`src/rtl/scan_sel_gen.sv`:
```
// -----------------------------------------------------------------------------
// scan_sel_gen
// Round-robin select generator for a downstream 2-to-4 decoder. After a start
// request it walks the enabled channels in ascending order, holding the decoder
// enable for a programmable dwell on each channel. A one-cycle blanking gap
// separates channels so the decoder breaks before it makes.
//
// Ports
//   clk        in   clock, all state updates on the rising edge
//   rst_n      in   synchronous active-low reset
//   start      in   begin a scan when sampled high in IDLE
//   stop       in   abort the scan when sampled high in DWELL or GAP
//   chan_mask  in   [3:0] channel enable mask, captured at start
//   dwell      in   [DWELL_W-1:0] enable cycles per channel (0 acts as 1)
//   sel        out  [1:0] registered channel index
//   en         out  registered decoder enable
//   busy       out  high in every state except IDLE
//   wrap       out  one-cycle pulse when a full pass over the channels completes
//   err        out  one-cycle pulse when a start is rejected for an empty mask
// -----------------------------------------------------------------------------
module scan_sel_gen #(
    parameter int unsigned DWELL_W = 8
) (
    input  logic               clk,
    input  logic               rst_n,
    input  logic               start,
    input  logic               stop,
    input  logic [3:0]         chan_mask,
    input  logic [DWELL_W-1:0] dwell,
    output logic [1:0]         sel,
    output logic               en,
    output logic               busy,
    output logic               wrap,
    output logic               err
);

    localparam int unsigned NCHAN = 4;
    localparam int unsigned SEL_W = 2;

    typedef enum logic [1:0] {
        IDLE  = 2'd0,
        DWELL = 2'd1,
        GAP   = 2'd2
    } state_t;

    state_t             state;
    logic [NCHAN-1:0]   mask_q;
    logic [DWELL_W-1:0] dwell_q;
    logic [DWELL_W-1:0] cnt;

    // Next enabled channel strictly after cur, searching upward and wrapping.
    // Starting from channel 3 this yields the lowest set bit of the mask.
    function automatic logic [SEL_W-1:0] next_chan(input logic [SEL_W-1:0] cur,
                                                   input logic [NCHAN-1:0] m);
        logic [SEL_W-1:0] r;
        logic [SEL_W-1:0] idx;
        logic             found;
        r     = cur;
        found = 1'b0;
        for (int i = 1; i <= NCHAN; i++) begin
            idx = SEL_W'(int'(cur) + i);
            if (!found && m[idx]) begin
                r     = idx;
                found = 1'b1;
            end
        end
        return r;
    endfunction

    // Dwell of zero is stretched to a single cycle.
    function automatic logic [DWELL_W-1:0] dwell_load(input logic [DWELL_W-1:0] d);
        return (d == '0) ? DWELL_W'(1) : d;
    endfunction

    // Scan sequencer with registered outputs.
    always_ff @(posedge clk) begin
        if (!rst_n) begin
            state   <= IDLE;
            mask_q  <= '0;
            dwell_q <= '0;
            cnt     <= '0;
            sel     <= '0;
            en      <= 1'b0;
            busy    <= 1'b0;
            wrap    <= 1'b0;
            err     <= 1'b0;
        end else begin
            // Pulses last a single cycle unless re-armed below.
            wrap <= 1'b0;
            err  <= 1'b0;
            case (state)
                IDLE: begin
                    en   <= 1'b0;
                    busy <= 1'b0;
                    // stop outranks start, so a simultaneous pair is a no-op.
                    if (start && !stop) begin
                        if (chan_mask == '0) begin
                            err <= 1'b1;
                        end else begin
                            mask_q  <= chan_mask;
                            dwell_q <= dwell;
                            cnt     <= dwell_load(dwell);
                            sel     <= next_chan(SEL_W'(NCHAN - 1), chan_mask);
                            en      <= 1'b1;
                            busy    <= 1'b1;
                            state   <= DWELL;
                        end
                    end
                end
                DWELL: begin
                    if (stop) begin
                        en    <= 1'b0;
                        busy  <= 1'b0;
                        state <= IDLE;
                    end else if (cnt <= DWELL_W'(1)) begin
                        // Last enable cycle: blank and move to the next channel.
                        en    <= 1'b0;
                        sel   <= next_chan(sel, mask_q);
                        wrap  <= (next_chan(sel, mask_q) <= sel);
                        state <= GAP;
                    end else begin
                        cnt <= cnt - DWELL_W'(1);
                    end
                end
                GAP: begin
                    if (stop) begin
                        en    <= 1'b0;
                        busy  <= 1'b0;
                        state <= IDLE;
                    end else begin
                        en    <= 1'b1;
                        cnt   <= dwell_load(dwell_q);
                        state <= DWELL;
                    end
                end
                default: begin
                    en    <= 1'b0;
                    busy  <= 1'b0;
                    state <= IDLE;
                end
            endcase
        end
    end

endmodule

```
`config.mk`:
```
export PLATFORM = sky130hd
export DESIGN_NAME = scan_sel_gen
export DESIGN_NICKNAME = d
export VERILOG_FILES = /design/src/rtl/scan_sel_gen.sv
export SDC_FILE = /design/constraint.sdc
export NUM_CORES = 1
export LEC_CHECK = 0
export ABC_AREA = 1
export ABC_CLOCK_PERIOD_IN_PS = 2000
export CORE_MARGIN = 10
export CORE_UTILIZATION = 35
export DETAILED_ROUTE_END_ITERATION = 6
export PLACE_DENSITY_LB_ADDON = 0.05
export SLEW_MARGIN = 20
export SYNTH_ARGS = -nofsm -noshare
export SYNTH_HDL_FRONTEND = slang
export SYNTH_SLANG_ARGS = --single-unit
```
`constraint.sdc`:
```
create_clock -name clk -period 2 [get_ports clk]
set_clock_uncertainty 0.1 [all_clocks]
set_input_delay 0.2 -clock clk [delete_from_list [all_inputs] [get_ports clk]]
set_output_delay 0.2 -clock clk [all_outputs]
set_load 0.02 [all_outputs]
```
Yosys cells after proc, flatten, opt, wreduce, memory -nomap -nowiden:

Cells that the tools add are included.

* $add $sub $neg: 5
* magnitude comparators: 6
* equal/unequal tests: 10
* mux-type cells: 76
* bitwise logic cells: 4
* reduce and logical (&&, ||, !) cells: 27

Operators with widths (number)
* $mux 8: 7
* $mux 1: 42
* $mux 2: 18
* $pmux 8 s3: 1
* $logic_not 8->1: 2
* $lt 2x3->1 const B: 4
* $ne 2x2->1 const B: 6
* $reduce_and 3->1: 3
* $bmux 1 s2: 4
* $le 8x1->1 const B: 1
* $sub 8x1->8 const B: 1
* $logic_and 1x1->1: 7
* $logic_not 1->1: 7
* $pmux 2 s3: 1
* $reduce_and 6->1: 1
* $reduce_and 5->1: 1
* $add 2x1->2 const B: 2
* $add 2x2->2 const B: 2
* $logic_not 4->1: 1
* $not 1->1: 4
* $pmux 2 s2: 1
* $reduce_or 4->1: 1
* $ne 3x3->1 const B: 1
* $pmux 1 s3: 1
* 9 further kinds: 9

* bits in registers: 28
* bits of input ports: 16
* output and inout bits: 6

Depth between registers and ports, before layout:

* word-level depth: 30
* gate-level depth with buffers: 15

Worst setup path after synthesis:

No wires, ideal clock.

* path kind: reg2reg
* from: reg sel[0]
* to: reg wrap
* library setup time: 115 ps
* arrival: 1959 ps
* path slack: -173 ps
* cell stages (with the launch flop): 15
* clock period less this slack: 2173 ps
* path through: dfxtp_1 > buf_6 > clkinv_4 > nand2_1 > nand2_1 > nand2_1 > nand2_2 > o21ai_0 > nand3_1 > nand2_1 > inv_1 > ha_1 > inv_1 > o21bai_1 > a2111oi_0

* word-level cells in the longest chain between the ends: 30
* elaborated cells on any way between the ends: 42
* those cells by class: add/sub: 4; order compare: 1; mux: 31; reduce/logical: 6

Ends and longest elaborated chain
* from (decl): RTL line 30 `output logic [1:0] sel,`
* from (signal assigned): RTL line 103 `sel <= next_chan(SEL_W'(NCHAN - 1), chan_mask);`
* from (signal assigned): RTL line 118 `sel <= next_chan(sel, mask_q);`
* $add 2x1->2: RTL line 61 `idx = SEL_W'(int'(cur) + i);`
* $bmux 1 s2: RTL line 62 `if (!found && m[idx]) begin`
* $mux 1 (implied by the code): RTL line 62
* $mux 1: RTL line 62
* $mux 1: RTL line 115 `end else if (cnt <= DWELL_W'(1)) begin`
* $mux 1: RTL line 111 `if (stop) begin`
* $mux 1: RTL line 91 `case (state)`
* $mux 1: RTL line 77 `if (!rst_n) begin`
* (+14 left out)
* $logic_not 1->1: RTL line 62
* $logic_and 1x1->1: RTL line 62
* $mux 2: RTL line 62
* $mux 2
* $mux 2: RTL line 111
* $mux 2: RTL line 91
* $mux 2: RTL line 77
* $le 2x2->1 (*): RTL line 119 `wrap <= (next_chan(sel, mask_q) <= sel);`
* to (signal assigned): RTL line 119
* to (decl): RTL line 33 `output logic wrap,`

Every way passes the cells marked *; elsewhere a longest branch is shown, timed or not. The select of a mux whose other input is x is not followed.
A chain may end at the register's enable or synchronous reset.

Worst setup path after layout:

Ends and elaborated chain as after synthesis.

==> impl_results.md <==
- Outcome: complete, but fails checks
- Post-Synth XOR/XNOR Area: 0
- Pin count of the biggest net entering global routing: 19
- DR vias/cell: 4.81
- # placed instances: 382
- Metal-1 WL: 2390 µm
- Top layer in use: met4
- Type of the worst setup path: reg -> reg
- Via count of the first global-routing pass: 1906
- Worst Tran Pin Value: 0.546 ns
- Synthesized-area fraction occupied by ao, oa, aoi and oai cells: 0.205
- MaxCap Viol Count: 0
- Fin. Hold Viols: 0
- Share of final-layout standard cells stronger than drive strength 1: 0.229
- FF+latch count, synth: 28
- Clock buffers created by TritonCTS: 3
- Post-Syn Area: 1790 µm²
- Final Max Tran Viols: 0
- Commonest cells after routing, fill and taps aside: sky130_fd_sc_hd__nand2_1 (62), sky130_fd_sc_hd__a21oi_1 (38), sky130_fd_sc_hd__buf_4 (29)
- Combinational family with the most area after synthesis: simple AND/OR/NAND/NOR gates
- Net count of the finished layout: 352
- Mean Syn Cell Area: 6.39 µm²
- Number of core rows: 25
- Synth Area in Adders: 0.0559
- Wire length of the first global-routing pass: 8480 µm
- Violated checks: negative setup slack
- First-pass iteration count of the detailed router: 4
- Area of the placeable core: 4850 µm²
- Worst Slack Setup Final: -0.0234 ns
- Total of hold buffers inserted after clock tree synthesis: 0
- Number of cells produced by synthesis: 280
- Period minus WS final: 2.02 ns
- Initial antenna violation count: 0
- DR WL met3: 204 µm
- Post-layout power: 4.22 mW
- Global Route Usage Sum: 0.119
- Total power per unit cell area: 1700 nW/µm²
- Depth of the CTS H-tree: 1
- Total half-perimeter wirelength after legalization and detailed placement: 3830 µm
- Core utilization of the finished layout: 0.511
- Number of vias in the routed layout: 1895
- Synth cell types: 32
- Total Routed Length: 5120 µm
- Leak Pwr: 1.08 nW
- Highest clock frequency the design can meet: 0.494 GHz
- Overall die area: 8370 µm²
- Crit path required time: 2.08 ns
- Fraction of the cycle the final worst path needs: 1.01
- Detail Route met2 WL: 2450 µm
- Clock net sink count: 28
- Count of buffers from port buffering: 21
- Type of the most critical hold path: reg -> reg
- Relative area change from synthesis to final layout: 38.4%
- Number of top-level design ports: 22
- Clock Pin Slew Worst Setup and Hold Paths: 0.10 ns
- WHS: 0.362 ns
- Critical path launch point type: flop
- Worst reg2reg path depth: 11
- Die Span Y: 91.5 µm
- Residual DRC count: 0
- Peak supply drop: 0.644 mV
- Largest fanout on the critical path: 6
- Setup TNS: -0.0234 ns
- Syn nets: 304
- Final RePlAce weighted congestion: 0.879
- Routed Antenna Nets: 0
- DRT iter0 DRCs: 59
- Worst Hold Depth: 2
- Clock root buffer master: sky130_fd_sc_hd__clkbuf_8
- Critical Path End Type: flop
- Sequential cell area fraction in the yosys report: 0.313
- Number of antenna cells inserted: 0
- Post-detailed-route wirelength per cell: 13.0 µm
- Commonest non-fill, non-tap cell in the layout: sky130_fd_sc_hd__nand2_1
- Final number of setup-violating endpoints: 1
- Ys Warns: 0
- TritonCTS clock tree: yes
- Setup repair after global routing missed its margin: yes
- Synthesized-area fraction occupied by and/or/nand/nor cells: 0.319
- Reg-to-reg setup timing slack: -0.02 ns
- Worst endpoint data arrival time: 2.10 ns
- Die extent in x: 91.5 µm
- Global route overflow: 0
- Max-Slew Margin vs Limit: 0.636
- Final std cells w/o fill: 394
- Initial standard-cell utilization of the core: 0.369
- Mux contribution to synthesized area: 0
- Clock Latency Late Sink: 0.28 ns
- Maximum buffer depth of the clock tree: 2
==> worst max-delay path, stage by stage (launching register included) <==
cell                        delay, ns
sky130_fd_sc_hd__dfxtp_4         0.43
sky130_fd_sc_hd__buf_6           0.13
sky130_fd_sc_hd__nand2_1         0.06
sky130_fd_sc_hd__nand3_2         0.11
sky130_fd_sc_hd__nand2_2         0.08
sky130_fd_sc_hd__o21ai_1         0.13
sky130_fd_sc_hd__nand3_1         0.11
sky130_fd_sc_hd__nand2_1         0.08
sky130_fd_sc_hd__inv_1           0.06
sky130_fd_sc_hd__ha_4            0.28
sky130_fd_sc_hd__nand2_4         0.05
sky130_fd_sc_hd__a2111oi_4       0.32
==> per-stage QoR <==
step	instance area [µm²]	worst slack, ns
detailed placement	2200	-0.0908
CTS	2350	0.00728
global placement	2200	-0.0418
global route	2480	-0.156
finish	2480	-0.0234
floorplan	1790	-0.0495
==> worst paths after layout <==
check	from	endpoint
max	sel[0]$_SDFFE_PN0P_	wrap$_SDFF_PP0_
min	dwell_q[0]$_SDFFE_PN0P_	dwell_q[0]$_SDFFE_PN0P_
min reg2reg	dwell_q[0]$_SDFFE_PN0P_	dwell_q[0]$_SDFFE_PN0P_
max reg2reg	sel[0]$_SDFFE_PN0P_	wrap$_SDFF_PP0_
==> power breakdown <==
group	switching, mW	internal (mW)
logic	1.69	1.31
registers	0.164	0.738
clock network	0.177	0.143
total	2.03	2.19
==> kinds of logic (layout without fill, tap and decap cells) <==
logic type | after synthesis | in the layout
flip-flops | 28 | 28
AO/OA/AOI/OAI | 69 | 69
adder cells (fa/ha/maj) | 8 | 8
buffers and inverters | 41 | 88
AND/OR/NAND/NOR | 134 | 134
==> repair_timing <==
item                                    4_1_cts  5_1_grt
setup buffers                                 6        2
pin swaps                                     8       11
resized for setup                            18       26
endpoints found under the setup margin        1        2
cloned                                        0        0
==> metal layers <==
metal / GRT usage / up-vias
met5: 0 / -
li1: - / 1004
met1: 0.139 / 849
met2: 0.214 / 35
met3: 0.0230 / 7
met4: 0.0352 / 0
==> area by class of cell <==
cell class / instances / area (µm²)
tap: 67 / 83.8
timing repair buffer: 52 / 450
clock buffer: 4 / 45.0
sequential: 28 / 568
inverter: 32 / 131
fill: 490 / 2370
multi-input combinational: 211 / 1200
==> synth_stat cells <==
master / number / area [µm²]
sky130_fd_sc_hd__a2111oi_0: 1 / 8.76
sky130_fd_sc_hd__ha_1: 8 / 100
sky130_fd_sc_hd__o21bai_1: 1 / 7.51
sky130_fd_sc_hd__nand3b_1: 1 / 7.51
sky130_fd_sc_hd__a21oi_1: 38 / 190
sky130_fd_sc_hd__clkinv_1: 2 / 7.51
sky130_fd_sc_hd__buf_6: 2 / 22.5
sky130_fd_sc_hd__nand3_1: 17 / 85.1
sky130_fd_sc_hd__o21ai_1: 2 / 10.0
sky130_fd_sc_hd__o211a_1: 1 / 10.0
sky130_fd_sc_hd__clkbuf_1: 1 / 3.75
sky130_fd_sc_hd__nor2_2: 3 / 18.8
sky130_fd_sc_hd__clkinv_2: 1 / 5.00
sky130_fd_sc_hd__nor3_2: 1 / 10.0
sky130_fd_sc_hd__nand2_2: 4 / 25.0
sky130_fd_sc_hd__a21o_1: 1 / 7.51
sky130_fd_sc_hd__dfxtp_1: 28 / 561
sky130_fd_sc_hd__nand3_2: 1 / 10.0
sky130_fd_sc_hd__nor2_1: 24 / 90.1
sky130_fd_sc_hd__or2_0: 1 / 6.26
sky130_fd_sc_hd__nand4_1: 2 / 12.5
sky130_fd_sc_hd__o21ai_0: 23 / 115
sky130_fd_sc_hd__o21ai_2: 1 / 8.76
sky130_fd_sc_hd__nor4_1: 1 / 6.26
sky130_fd_sc_hd__buf_2: 5 / 25.0
sky130_fd_sc_hd__clkinv_4: 1 / 8.76
sky130_fd_sc_hd__nand2_1: 77 / 289
sky130_fd_sc_hd__clkbuf_8: 1 / 13.8
sky130_fd_sc_hd__nor3_1: 2 / 10.0
sky130_fd_sc_hd__inv_2: 1 / 3.75
sky130_fd_sc_hd__inv_1: 27 / 101
sky130_fd_sc_hd__a21oi_2: 1 / 8.76
==> state kept, by name, summed over array words and instances (netlist names) <==
register,flops
en,1
mask_q,4
sel,2
state,2
cnt,8
busy,1
dwell_q,8
err,1
wrap,1
No activity file was read; power rests on OpenSTA's default activity.
==> edit, RTL diff (config.mk and constraints unchanged) <==
The parameter `DWELL_W` goes from 8 to 7.
--- a/src/rtl/scan_sel_gen.sv
+++ b/src/rtl/scan_sel_gen.sv
@@ -19,7 +19,7 @@
 //   err        out  one-cycle pulse when a start is rejected for an empty mask
 // -----------------------------------------------------------------------------
 module scan_sel_gen #(
-    parameter int unsigned DWELL_W = 8
+    parameter int unsigned DWELL_W = 7
 ) (
     input  logic               clk,
     input  logic               rst_n,
Interface: changed (resized dwell); port bits go from 22 to 21. No check against the original RTL was run, so the function may have changed too.
==> edit against the unedited design <==
- power is 26% lower
- final area is 15% lower
- worst setup slack better by 0.071 ns
- synthesized area is 5.9% lower
- cell count is 13% lower
- wire length is 15% lower
- die area is 4.6% lower
- fmax is 3.6% higher
- sequential power is 12% lower
- sequential cell count is 2 lower
==> edit: results (changes against the unedited design) <==
Placement
- **placement-stage cell area** 2000 sq um, -9.1%
- **last weighted congestion value of the routability-driven placer** 0.825, -6.1%
- **Port Buffers** 20, -4.8%
- **Detail Placement HPWL** 3470 um, -9.4%

Drt
- **average wire per standard cell** 12.7 um, -2.2%
- **vias after detailed routing** 1711, -9.7%
- **drt first-iter violations** 92, +56%
- **1st-pass router iterations** 4, unchanged

Global route
- **largest net degree at the start of global routing** 18, -1
- **wire length of the first global-routing pass** 7420 um, -13%
- **Tot GR Track Use** 11.7%, -0.27 points

Setup path
- **register-to-register setup slack** 0.05 ns, +0.07 ns
- **maximum fanout encountered on the critical timing path** 5, -1
- **reg-to-reg startpoint** sel[0]
- **WP data arrival** 2.04 ns, -0.06 ns
- **critical path start-end classification** reg -> reg

Min path
- **worst min-delay path startpoint** dwell_q[0]

Synthesis
- **net count after synthesis** 280, -7.9%
- **Synth area leaders** sky130_fd_sc_hd__dfxtp_1, sky130_fd_sc_hd__nand2_1, sky130_fd_sc_hd__a21oi_1, sky130_fd_sc_hd__o21ai_0, sky130_fd_sc_hd__inv_1
- **count of distinct cell types in the synthesized netlist** 35, +9.4%
- **mux share of post-synthesis cell area** 0.594%, +0.59 points
- **fraction of the mapped netlist area in adder cells** 5.94%, +0.35 points
- **ranking of synthesized cells by instance count** sky130_fd_sc_hd__nand2_1, sky130_fd_sc_hd__a21oi_1, sky130_fd_sc_hd__inv_1, sky130_fd_sc_hd__dfxtp_1, sky130_fd_sc_hd__o21ai_0
- **share of the synthesized area in compound gates (AO/OA/AOI/OAI)** 20.9%, +0.39 points
- **share of synthesized area occupied by flip-flops and latches** 30.9%, -0.42 points

Status
- **status** finished, final reports clean

Power
- **Peak supply drop** 0.000550 V, -15%
- **NetSw** 1.47 mW, -27%
- **Static Leakage** 0.903 nW, -17%

CTS
- **Clock Latency Late Sink** 0.27 ns
- **Clock Pin Slew Worst Setup and Hold Paths** 0.09 ns

Layout
- **fraction of final layout cells with drive strength greater than 1** 16.3%, -6.7 points
- **Nets** 313, -11%
- **registers with the most flip-flops** cnt: 7 flops, dwell_q: 7 flops, mask_q: 4 flops

STA
- **Rel. slew slack** 81.2%, +18 points

[edit: critical path: stages (launching register included)]
cell,delay [ns]
sky130_fd_sc_hd__dfxtp_4,0.38
sky130_fd_sc_hd__buf_6,0.13
sky130_fd_sc_hd__nand2_1,0.07
sky130_fd_sc_hd__nand2_2,0.06
sky130_fd_sc_hd__buf_4,0.13
sky130_fd_sc_hd__a21oi_2,0.15
sky130_fd_sc_hd__o21ai_2,0.07
sky130_fd_sc_hd__nand3_1,0.08
sky130_fd_sc_hd__nand2_1,0.07
sky130_fd_sc_hd__inv_2,0.06
sky130_fd_sc_hd__ha_4,0.19
sky130_fd_sc_hd__a21oi_1,0.12
sky130_fd_sc_hd__a21oi_1,0.06
sky130_fd_sc_hd__nor4_1,0.21
[edit: timing repair]
action,4_1_cts,5_1_grt
pin swaps,6,3
buffers inserted,3,0
cloned,0,0
endpoints found under the setup margin,1,5
gates resized for setup,10,4
[edit: routing by layer]
layer,vias to the layer above,share of wire (%),global-route usage (%)
li1,907,-,-
met1,771,47,14.0
met2,24,47,20.1
met3,9,2.8,1.64
met4,0,2.7,4.91
met5,-,0,0
[edit: logic make-up (layout without fill, tap and decap cells)]
group                      count (synthesis)  count (layout)
adders and majority gates                  8               8
muxes                                      1               1
buffers and inverters                     40              72
and+or+nand+nor                          115             115
AOI/OAI and AO/OA                         67              67
DFF                                       26              26
[edit: area by class of cell]
class / count / area, sq um
inverter: 35 / 144
clock buffer: 4 / 55.1
timing repair buffer: 33 / 302
tap: 54 / 67.6
multi-input combinational: 191 / 1020
sequential: 26 / 528
fill: 518 / 2580
[edit: power groups by stage]
| stage | sequential [mW] | combinational, mW | clock (mW) |
|---|---|---|---|
| 5_1_grt | 0.814 | 2.30 | 0.384 |
| 3_3_place_gp | 0.804 | 1.89 | 0 |
| 2_1_floorplan | 0.796 | 1.38 | 0 |
| 4_1_cts | 0.791 | 2.00 | 0.363 |
| 3_5_place_dp | 0.808 | 1.88 | 0 |
| 6_report | 0.790 | 1.99 | 0.346 |
[edit: final timing paths]
| check | depth (start not counted) | to |
|---|---|---|
| worst max register to register | 13 | wrap |
| worst min-delay path | 2 | dwell_q[0] |
| worst max-delay path | 13 | wrap |
| worst min register to register | 2 | dwell_q[0] |
[edit: stage by stage]
stage | setup WS [ns] | std cells | util, % | hold slack [ns]
finish | 0.0471 | 343 | 45.1 | 0.354
global placement | 0.0188 | 336 | 42.6 | 0.341
CTS | 0.00754 | 343 | 44.8 | 0.364
floorplan | 0.000711 | 257 | - | 0.238
detailed placement | -0.0688 | 336 | 42.6 | 0.349
global route | -0.128 | 343 | 45.1 | 0.400
